## config.mk

```make
export PLATFORM = sky130hd
export DESIGN_NAME = mem_access_unit
export DESIGN_NICKNAME = d
export VERILOG_FILES = /design/src/rtl/mem_access_pkg.sv /design/src/rtl/mem_lane_align.sv /design/src/rtl/mem_access_unit.sv
export SDC_FILE = /design/constraint.sdc
export NUM_CORES = 1
export LEC_CHECK = 0
export ABC_CLOCK_PERIOD_IN_PS = 2300
export CORE_MARGIN = 2
export CORE_UTILIZATION = 43
export CTS_BUF_LIST = sky130_fd_sc_hd__clkbuf_8
export DETAILED_ROUTE_END_ITERATION = 10
export PLACE_DENSITY = 0.9
export SLEW_MARGIN = 20
export SYNTH_ARGS = -nofsm -noshare
export SYNTH_HDL_FRONTEND = slang
export SYNTH_SLANG_ARGS = --single-unit
export TNS_END_PERCENT = 5
```

## constraint.sdc

```tcl
create_clock -name clk -period 2.3 [get_ports clk]
set_clock_uncertainty 0.2 [all_clocks]
set_input_delay 0.46 -clock clk [delete_from_list [all_inputs] [get_ports clk]]
set_output_delay 0.46 -clock clk [all_outputs]
set_load 0.03 [all_outputs]
```

## src/rtl/mem_access_pkg.sv

```systemverilog
// rtl/mem_access_pkg.sv - shared types and constants for the CPU load/store access unit
package mem_access_pkg;

    typedef enum logic [2:0] {
        ST_IDLE,
        ST_RD,
        ST_RMW_RD,
        ST_WR,
        ST_RESP
    } state_t;

    localparam logic [1:0] SZ_BYTE    = 2'b00;
    localparam logic [1:0] SZ_HALF    = 2'b01;
    localparam logic [1:0] SZ_WORD    = 2'b10;
    localparam logic [1:0] SZ_ILLEGAL = 2'b11;

    localparam int BYTE_W = 8;
    localparam int HALF_W = 16;
    localparam int WORD_W = 32;

    // Illegal size encodings are reported the same way as unaligned addresses.
    function automatic logic is_misaligned(input logic [1:0] size, input logic [1:0] addr_lo);
        logic bad;
        case (size)
            SZ_BYTE: bad = 1'b0;
            SZ_HALF: bad = addr_lo[0];
            SZ_WORD: bad = (addr_lo != 2'b00);
            default: bad = 1'b1;
        endcase
        return bad;
    endfunction

endpackage

```

## src/rtl/mem_lane_align.sv

```systemverilog
// rtl/mem_lane_align.sv - little-endian lane extract/extend for loads and lane merge for stores
module mem_lane_align
    import mem_access_pkg::*;
(
    input  logic [1:0]        size,
    input  logic              is_signed,
    input  logic [1:0]        addr_lo,
    input  logic [WORD_W-1:0] word,
    input  logic [WORD_W-1:0] store_data,
    output logic [WORD_W-1:0] load_data,
    output logic [WORD_W-1:0] merge_data
);

    logic [BYTE_W-1:0] byte_lane;
    logic [HALF_W-1:0] half_lane;

    always_comb begin
        case (addr_lo)
            2'd0:    byte_lane = word[7:0];
            2'd1:    byte_lane = word[15:8];
            2'd2:    byte_lane = word[23:16];
            default: byte_lane = word[31:24];
        endcase
        half_lane = addr_lo[1] ? word[31:16] : word[15:0];
    end

    always_comb begin
        load_data = word;
        case (size)
            SZ_BYTE: load_data = {{(WORD_W-BYTE_W){is_signed & byte_lane[BYTE_W-1]}}, byte_lane};
            SZ_HALF: load_data = {{(WORD_W-HALF_W){is_signed & half_lane[HALF_W-1]}}, half_lane};
            default: load_data = word;
        endcase
    end

    // Only the addressed lane(s) take store data; the rest keep the word read from memory.
    always_comb begin
        merge_data = word;
        case (size)
            SZ_BYTE: begin
                case (addr_lo)
                    2'd0:    merge_data[7:0]   = store_data[BYTE_W-1:0];
                    2'd1:    merge_data[15:8]  = store_data[BYTE_W-1:0];
                    2'd2:    merge_data[23:16] = store_data[BYTE_W-1:0];
                    default: merge_data[31:24] = store_data[BYTE_W-1:0];
                endcase
            end
            SZ_HALF: begin
                if (addr_lo[1]) merge_data[31:16] = store_data[HALF_W-1:0];
                else            merge_data[15:0]  = store_data[HALF_W-1:0];
            end
            default: merge_data = store_data;
        endcase
    end

endmodule

```

## src/rtl/mem_access_unit.sv

```systemverilog
// rtl/mem_access_unit.sv - CPU load/store unit: alignment check, sub-word extract and read-modify-write
module mem_access_unit
    import mem_access_pkg::*;
#(
    parameter int READ_LATENCY = 1
) (
    input  logic              clk,
    input  logic              rst,
    input  logic              req_valid,
    output logic              req_ready,
    input  logic              req_write,
    input  logic [1:0]        req_size,
    input  logic              req_signed,
    input  logic [31:0]       req_addr,
    input  logic [31:0]       req_wdata,
    output logic              resp_valid,
    output logic [31:0]       resp_rdata,
    output logic              resp_error,
    output logic              mem_read,
    output logic              mem_write,
    output logic [31:0]       mem_addr,
    output logic [31:0]       mem_wdata,
    input  logic [31:0]       mem_rdata,
    input  logic              mem_error
);

    localparam logic [1:0] CNT_INIT = 2'(READ_LATENCY - 1);

    state_t      state_q, state_d;
    logic [1:0]  cnt_q, cnt_d;
    logic        accept, last_read, misaligned;

    logic        write_q, signed_q, err_q;
    logic [1:0]  size_q;
    logic [31:0] addr_q, wdata_q, rdata_q;
    logic [31:0] load_data, merge_data, word_addr;

    assign misaligned = is_misaligned(req_size, req_addr[1:0]);
    assign word_addr  = {addr_q[31:2], 2'b00};

    mem_lane_align u_align (
        .size       (size_q),
        .is_signed  (signed_q),
        .addr_lo    (addr_q[1:0]),
        .word       (mem_rdata),
        .store_data (wdata_q),
        .load_data  (load_data),
        .merge_data (merge_data)
    );

    always_ff @(posedge clk) begin
        if (!rst) begin
            state_q <= ST_IDLE;
            cnt_q   <= 2'd0;
        end else begin
            state_q <= state_d;
            cnt_q   <= cnt_d;
        end
    end

    always_comb begin
        state_d    = state_q;
        cnt_d      = cnt_q;
        accept     = 1'b0;
        last_read  = 1'b0;
        req_ready  = 1'b0;
        mem_read   = 1'b0;
        mem_write  = 1'b0;
        mem_addr   = 32'd0;
        mem_wdata  = 32'd0;
        resp_valid = 1'b0;
        resp_rdata = 32'd0;
        resp_error = 1'b0;
        case (state_q)
            ST_IDLE: begin
                req_ready = rst;
                if (req_valid && rst) begin
                    accept = 1'b1;
                    cnt_d  = CNT_INIT;
                    if (misaligned)                state_d = ST_RESP;
                    else if (!req_write)           state_d = ST_RD;
                    else if (req_size == SZ_WORD)  state_d = ST_WR;
                    else                           state_d = ST_RMW_RD;
                end
            end
            ST_RD, ST_RMW_RD: begin
                mem_read = 1'b1;
                mem_addr = word_addr;
                if (cnt_q == 2'd0) begin
                    last_read = 1'b1;
                    if (state_q == ST_RD || mem_error) state_d = ST_RESP;
                    else                               state_d = ST_WR;
                end else begin
                    cnt_d = cnt_q - 2'd1;
                end
            end
            ST_WR: begin
                mem_write = 1'b1;
                mem_addr  = word_addr;
                mem_wdata = wdata_q;
                state_d   = ST_RESP;
            end
            ST_RESP: begin
                resp_valid = 1'b1;
                resp_rdata = rdata_q;
                resp_error = err_q;
                state_d    = ST_IDLE;
            end
            default: state_d = ST_IDLE;
        endcase
    end

    // rdata_q stays zero for stores and for any failed access.
    always_ff @(posedge clk) begin
        if (!rst) begin
            write_q  <= 1'b0;
            size_q   <= SZ_BYTE;
            signed_q <= 1'b0;
            addr_q   <= 32'd0;
            wdata_q  <= 32'd0;
            rdata_q  <= 32'd0;
            err_q    <= 1'b0;
        end else begin
            if (accept) begin
                write_q  <= req_write;
                size_q   <= req_size;
                signed_q <= req_signed;
                addr_q   <= req_addr;
                wdata_q  <= req_wdata;
                rdata_q  <= 32'd0;
                err_q    <= misaligned;
            end
            if (last_read) begin
                if (state_q == ST_RD) begin
                    err_q   <= mem_error;
                    rdata_q <= mem_error ? 32'd0 : load_data;
                end else if (mem_error) begin
                    err_q <= 1'b1;
                end else begin
                    wdata_q <= merge_data;
                end
            end
            if (state_q == ST_WR) err_q <= mem_error;
        end
    end

endmodule

```

* Word level (Yosys, flattened, before mapping) *
Index checks and enable logic that the tools add are counted.

word-level totals
  word-level logic and storage cells = 90
  bits of input ports = 104
  register bits = 105

operators by class
  reductions and logical operators = 16
  equal/unequal tests = 15
  add/subtract/negate cells = 1
  mux-type cells = 46
  bitwise operators = 2

operator list
  kind                number
  $mux 32             11
  $pmux 32 s2         2
  $mux 16             3
  $mux 8              4
  $pmux 8 s3          1
  $mux 1              15
  $mux 3              4
  $ne 5x5->1 const B  2
  $pmux 3 s3          1
  $logic_not 2->1     4
  $eq 2x1->1 const B  3
  $eq 3x2->1 const B  2
  $mux 2              3
  $ne 2x2->1 const B  3
  $reduce_and 3->1    2
  $reduce_or 3->1     2
  $ne 5x2->1 const B  1
  $eq 2x2->1 const B  2
  $pmux 2 s2          1
  $reduce_and 2->1    2
  $reduce_bool 2->1   2
  $eq 3x1->1 const B  1
  $eq 3x3->1 const B  1
  $logic_not 3->1     1
  6 further kinds     7

* Logic depth before layout (Yosys ltp) *
  word-level depth = 8
  mapped depth = 10

* Hierarchy *
A second synthesis with hierarchy kept.

second synthesis, totals
  cell total of the unflattened synthesis = 860
  area total of the unflattened synthesis = 6611.3 um^2

modules (own cells, without submodules)
  module           area each (um^2)  cells an instance  instances
  mem_access_unit  4698.3            610                1
  mem_lane_align   1913.1            250                1

* Worst setup path before layout *
Ideal clock, no wire load.

  path type = reg2reg
  from = reg cnt_q[0]
  to = reg rdata_q[16]
  setup slack = 0.161 ns
  arrival time = 1.818 ns
  cell stages (with the launch flop) = 11
  setup time = 0.122 ns
  clock period less this slack = 2.139 ns
  buffers on the path = 4
  cells stage by stage = dfxtp_1 > inv_1 > ha_1 > nor2b_1 > buf_2 > and4b_1 > buf_2 > and4_4 > buf_6 > buf_6 > a221o_1

on the way
  word-level cells in the longest chain between the ends = 4

RTL lines
  item                    line                    source
  from (decl)             mem_access_unit.sv:30   logic [1:0] cnt_q, cnt_d;
  from (signal assigned)  mem_access_unit.sv:57   cnt_q <= cnt_d;
  $logic_not 2->1         mem_access_unit.sv:89   if (cnt_q == 2'd0) begin
  $mux 1                  mem_access_unit.sv:89
  $mux 1                  mem_access_unit.sv:74   case (state_q)
  $mux 32                 mem_access_unit.sv:133  if (last_read) begin
  to (signal assigned)    mem_access_unit.sv:136  rdata_q <= mem_error ? 32'd0 : load_data;
  to (decl)               mem_access_unit.sv:35   logic [31:0] addr_q, wdata_q, rdata_q;

No other way between the ends.
A chain may end at the register's enable or synchronous reset.

* Worst setup path in the final report *
  from = reg state_q[0]
  to = out mem_addr[10]

on the way
  word-level cells in the longest chain between the ends = 3
  elaborated cells between the ends (all ways) = 5
  classes of those cells = 3 x eq/ne; 1 x mux; 1 x reduce/logical

RTL lines
  item                                             line                   source
  from (decl)                                      mem_access_unit.sv:29  state_t state_q, state_d;
  from (signal assigned)                           mem_access_unit.sv:56  state_q <= state_d;
  $eq 3x1->1 / $eq 3x2->1 (equally long branches)  mem_access_unit.sv:74
  $reduce_or 3->1 (no source line) (*)             --
  $mux 32 (*)                                      mem_access_unit.sv:74
  to (decl)                                        mem_access_unit.sv:21  output logic [31:0] mem_addr,

Every way passes the cells marked *; elsewhere a longest branch is shown, timed or not.

==> impl_metrics.toml <==
[run_status]
status = "completed"

[critical_path]
setup.worst_path.start_class = "flop"
critPathCaptureType = "output pin"
arrival_ns = 1.60
critPathKind = "flop to output pin"
crit_required_ns = 1.64
crit_fanout = 30

[synthesis]
yosys.cell_types.count = 58
synth_edf_count = 0
yosysWarnings = 0
synthArstFlopShare_pct = 0
avgSynthCellArea_um2 = 8.085
syn-instance-count = 728
synthesis.area_mm2 = 0.005886
ys_seq_area_share_pct = 35.71
synthFlopType = "dfxtp_1"
synth_seq_cells = 105

[cts]
cts_sinks = 105
cts-hold-fix-buffers = 0
cts_made_buffers = 9
cts_tree = "yes"
h-tree-depth = 3
clockBufferDepth = 2
cts-root-buf = "clkbuf_8"
clk_latency_ns = 0.39
clkSlewWorstSetupHoldPaths_ns = 0.09

[flow_run]
drv_cap = 0

[power_and_ir_drop]
power_frac_seq_pct = 47.1
p_switching_w = 0.001259
internal-power_w = 0.003027
switching_share_pct = 29.38
power_density_mw_per_mm2 = 502.0
peakVddDrop_v = 0.0005014
p_leak_nw = 3.777
power_w = 0.004286
p_clk_share_pct = 30.0
pwr-share-comb_pct = 22.9

[timing]
timing.final.crit_share_pct = 98.13
rsz0062_at_grt = "yes"
fin_ws_ns = 0.04308
final.min_clock_period_ns = 2.257
setup_viol = 0
finalHoldViolations = 0
final_max_slew_viol_count = 0
timing.fmax_mhz = 443.1
worstMarginPinSlew_ns = 0.6846
relSlewSlack_pct = 54.31

[global_route]
grt.met2_usage_pct = 44.84
grt_overflow = 0
grt_pass1_wl_um = 32060
grtUsageTotal_pct = 27.76
grt_util_met1_pct = 34.40
grt_pass1_vias = 6236
grt_start_max_net_pins = 34
use_met3_pct = 8.459
grt-busiest-layer = "met2"
antenna_found_initial = 0

[place]
hpwlAfterDp_um = 15100
pre_cts_ws_ns = -0.1573
port-buffer-count = 202
gp_congestion = 0.9775

[drt]
vias = 6371
ant_nets = 0
dr.pass1.iters = 6
drc = 0
wl_per_cell_um = 18.58
wl_um = 20310
vias_per_cell = 5.829
drt_iter0_markers = 676

[layout]
fillers = 1064
seq_area_mm2 = 0.002108
diodes = 0
multiInputGateArea_mm2 = 0.003388
area_growth_pct = 45.05
final_nets = 1018
final_layout_size_suffix_gt1_share_pct = 21.05

[floorplanning]
dieWidth_um = 121.0
initial_core_util_pct = 44.27
die_y_um = 121.0
io_pins = 205
core_mm2 = 0.01330
num_rows = 42
die-area_mm2 = 0.01464

[worst_hold_path]
hold_path_class = "flop to flop"
[stage by stage]
stage	hold WS, ns	TNS [ns]	instance area, um^2	util [%]	cells
finish	0.2530	0	8537	64.21	1093
global route	0.2722	-0.03300	8537	64.21	1093
CTS	0.2562	-0.005271	8486	63.82	1092
detailed placement	0.2402	-3.705	8263	62.15	1077
global placement	0.2330	-1.396	8263	62.15	1077
floorplan	0.2173	0	5889	-	729
[worst max-delay path: stages (launching register included)]
cell and delay, ns:
dfxtp_2 0.39, nor2_1 0.09, nor2_1 0.17, buf_12 0.19
and2_1 0.19, buf_4 0.17
[layer usage]
layer  up-vias  part of all wire (%)
met2       375                    46
li1       2991                     -
met3        63                    12
met1      2942                    39
met4         0                   3.5
met5         -                     0
[area by class of cell]
cell class | count | share of cell area, %
multi-input combinational | 530 | 39.69
timing repair buffer | 246 | 29.56
sequential | 105 | 24.70
tap | 176 | 2.580
clock buffer | 10 | 1.612
clock inverter | 5 | 0.9380
inverter | 21 | 0.9233
[registers in the layout, indices dropped and copies added (netlist names)]
| signal | count |
|---|---|
| signed_q | 1 |
| cnt_q | 2 |
| size_q | 2 |
| err_q | 1 |
| wdata_q | 32 |
| rdata_q | 32 |
| state_q | 3 |
| addr_q | 32 |
[cells in the final DEF (no fill, tap or decap), types with 18 or more instances in the layout]
| master | n |
|---|---|
| nand2_1 | 117 |
| buf_4 | 107 |
| dfxtp_1 | 102 |
| clkdlybuf4s50_1 | 102 |
| and3_1 | 70 |
| o21ai_0 | 50 |
| nand3_1 | 45 |
| and2_1 | 33 |
| buf_12 | 33 |
| mux2i_1 | 31 |
| inv_1 | 22 |
| nor2_1 | 18 |
[synth_stat cells (2+ instances only)]
cell type	instances	area, um^2
buf_4	4	30.03
clkbuf_1	41	153.9
buf_2	17	85.08
and2_1	33	206.5
nand4b_1	3	26.28
and3_1	72	450.4
nor4_1	2	12.51
nand2_1	117	439.2
nand2b_1	4	25.02
mux2i_1	31	310.3
nor2b_1	4	25.02
or3_1	10	62.56
o221a_2	8	90.09
buf_6	6	67.56
inv_1	21	78.83
o21ai_0	50	250.2
buf_1	5	18.77
dfxtp_1	105	2102
o21a_1	8	60.06
a21boi_0	2	15.01
a221oi_1	15	131.4
nor3_1	6	30.03
a22o_1	8	70.07
nor2_1	20	75.07
o221ai_2	8	120.1
nand3_1	46	230.2
a21oi_1	14	70.07
a211oi_1	7	52.55
nand3b_1	2	15.01
o211ai_1	3	22.52
o31a_1	3	26.28
a32o_1	3	30.03
o32ai_1	10	87.58
a221o_1	16	160.2
[path summary, 6_finish.rpt]
kind,from,end,slack (ns),cells past startpoint
setup / recovery,state_q[0]$_SDFFE_PN0P_,mem_addr[10],0.04,5
hold / removal,addr_q[14]$_SDFFE_PN0N_,addr_q[14]$_SDFFE_PN0N_,0.25,2
hold reg to reg,addr_q[14]$_SDFFE_PN0N_,addr_q[14]$_SDFFE_PN0N_,0.25,2
setup reg to reg,addr_q[1]$_SDFFE_PN0N_,wdata_q[31]$_SDFFE_PN0P_,0.09,4
[timing repair]
item                                    4_1_cts  5_1_grt
resized for setup                             3       11
setup buffers                                 0        1
endpoints found under the setup margin       99       74
pin swaps                                     0        1
[logic make-up after synthesis]
group	synth area share (%)
and+or+nand+nor	28.70
AOI/OAI and AO/OA	22.13
DFF	35.71
buffers and inverters	7.377
muxes	5.655
adders and majority gates	0.2126
other	0.06371
xor gates and xnor gates	0.1488
[power by group through the flow]
stage          Combinational [W]  Clock (W)  Sequential [W]
2_1_floorplan           0.000535          0         0.00201
3_3_place_gp            0.000929          0         0.00205
3_5_place_dp            0.000952          0         0.00205
4_1_cts                 0.000960    0.00131         0.00201
5_1_grt                  0.00106    0.00138         0.00203
6_report                0.000982    0.00129         0.00202
Power figures use the tool's default switching activity.
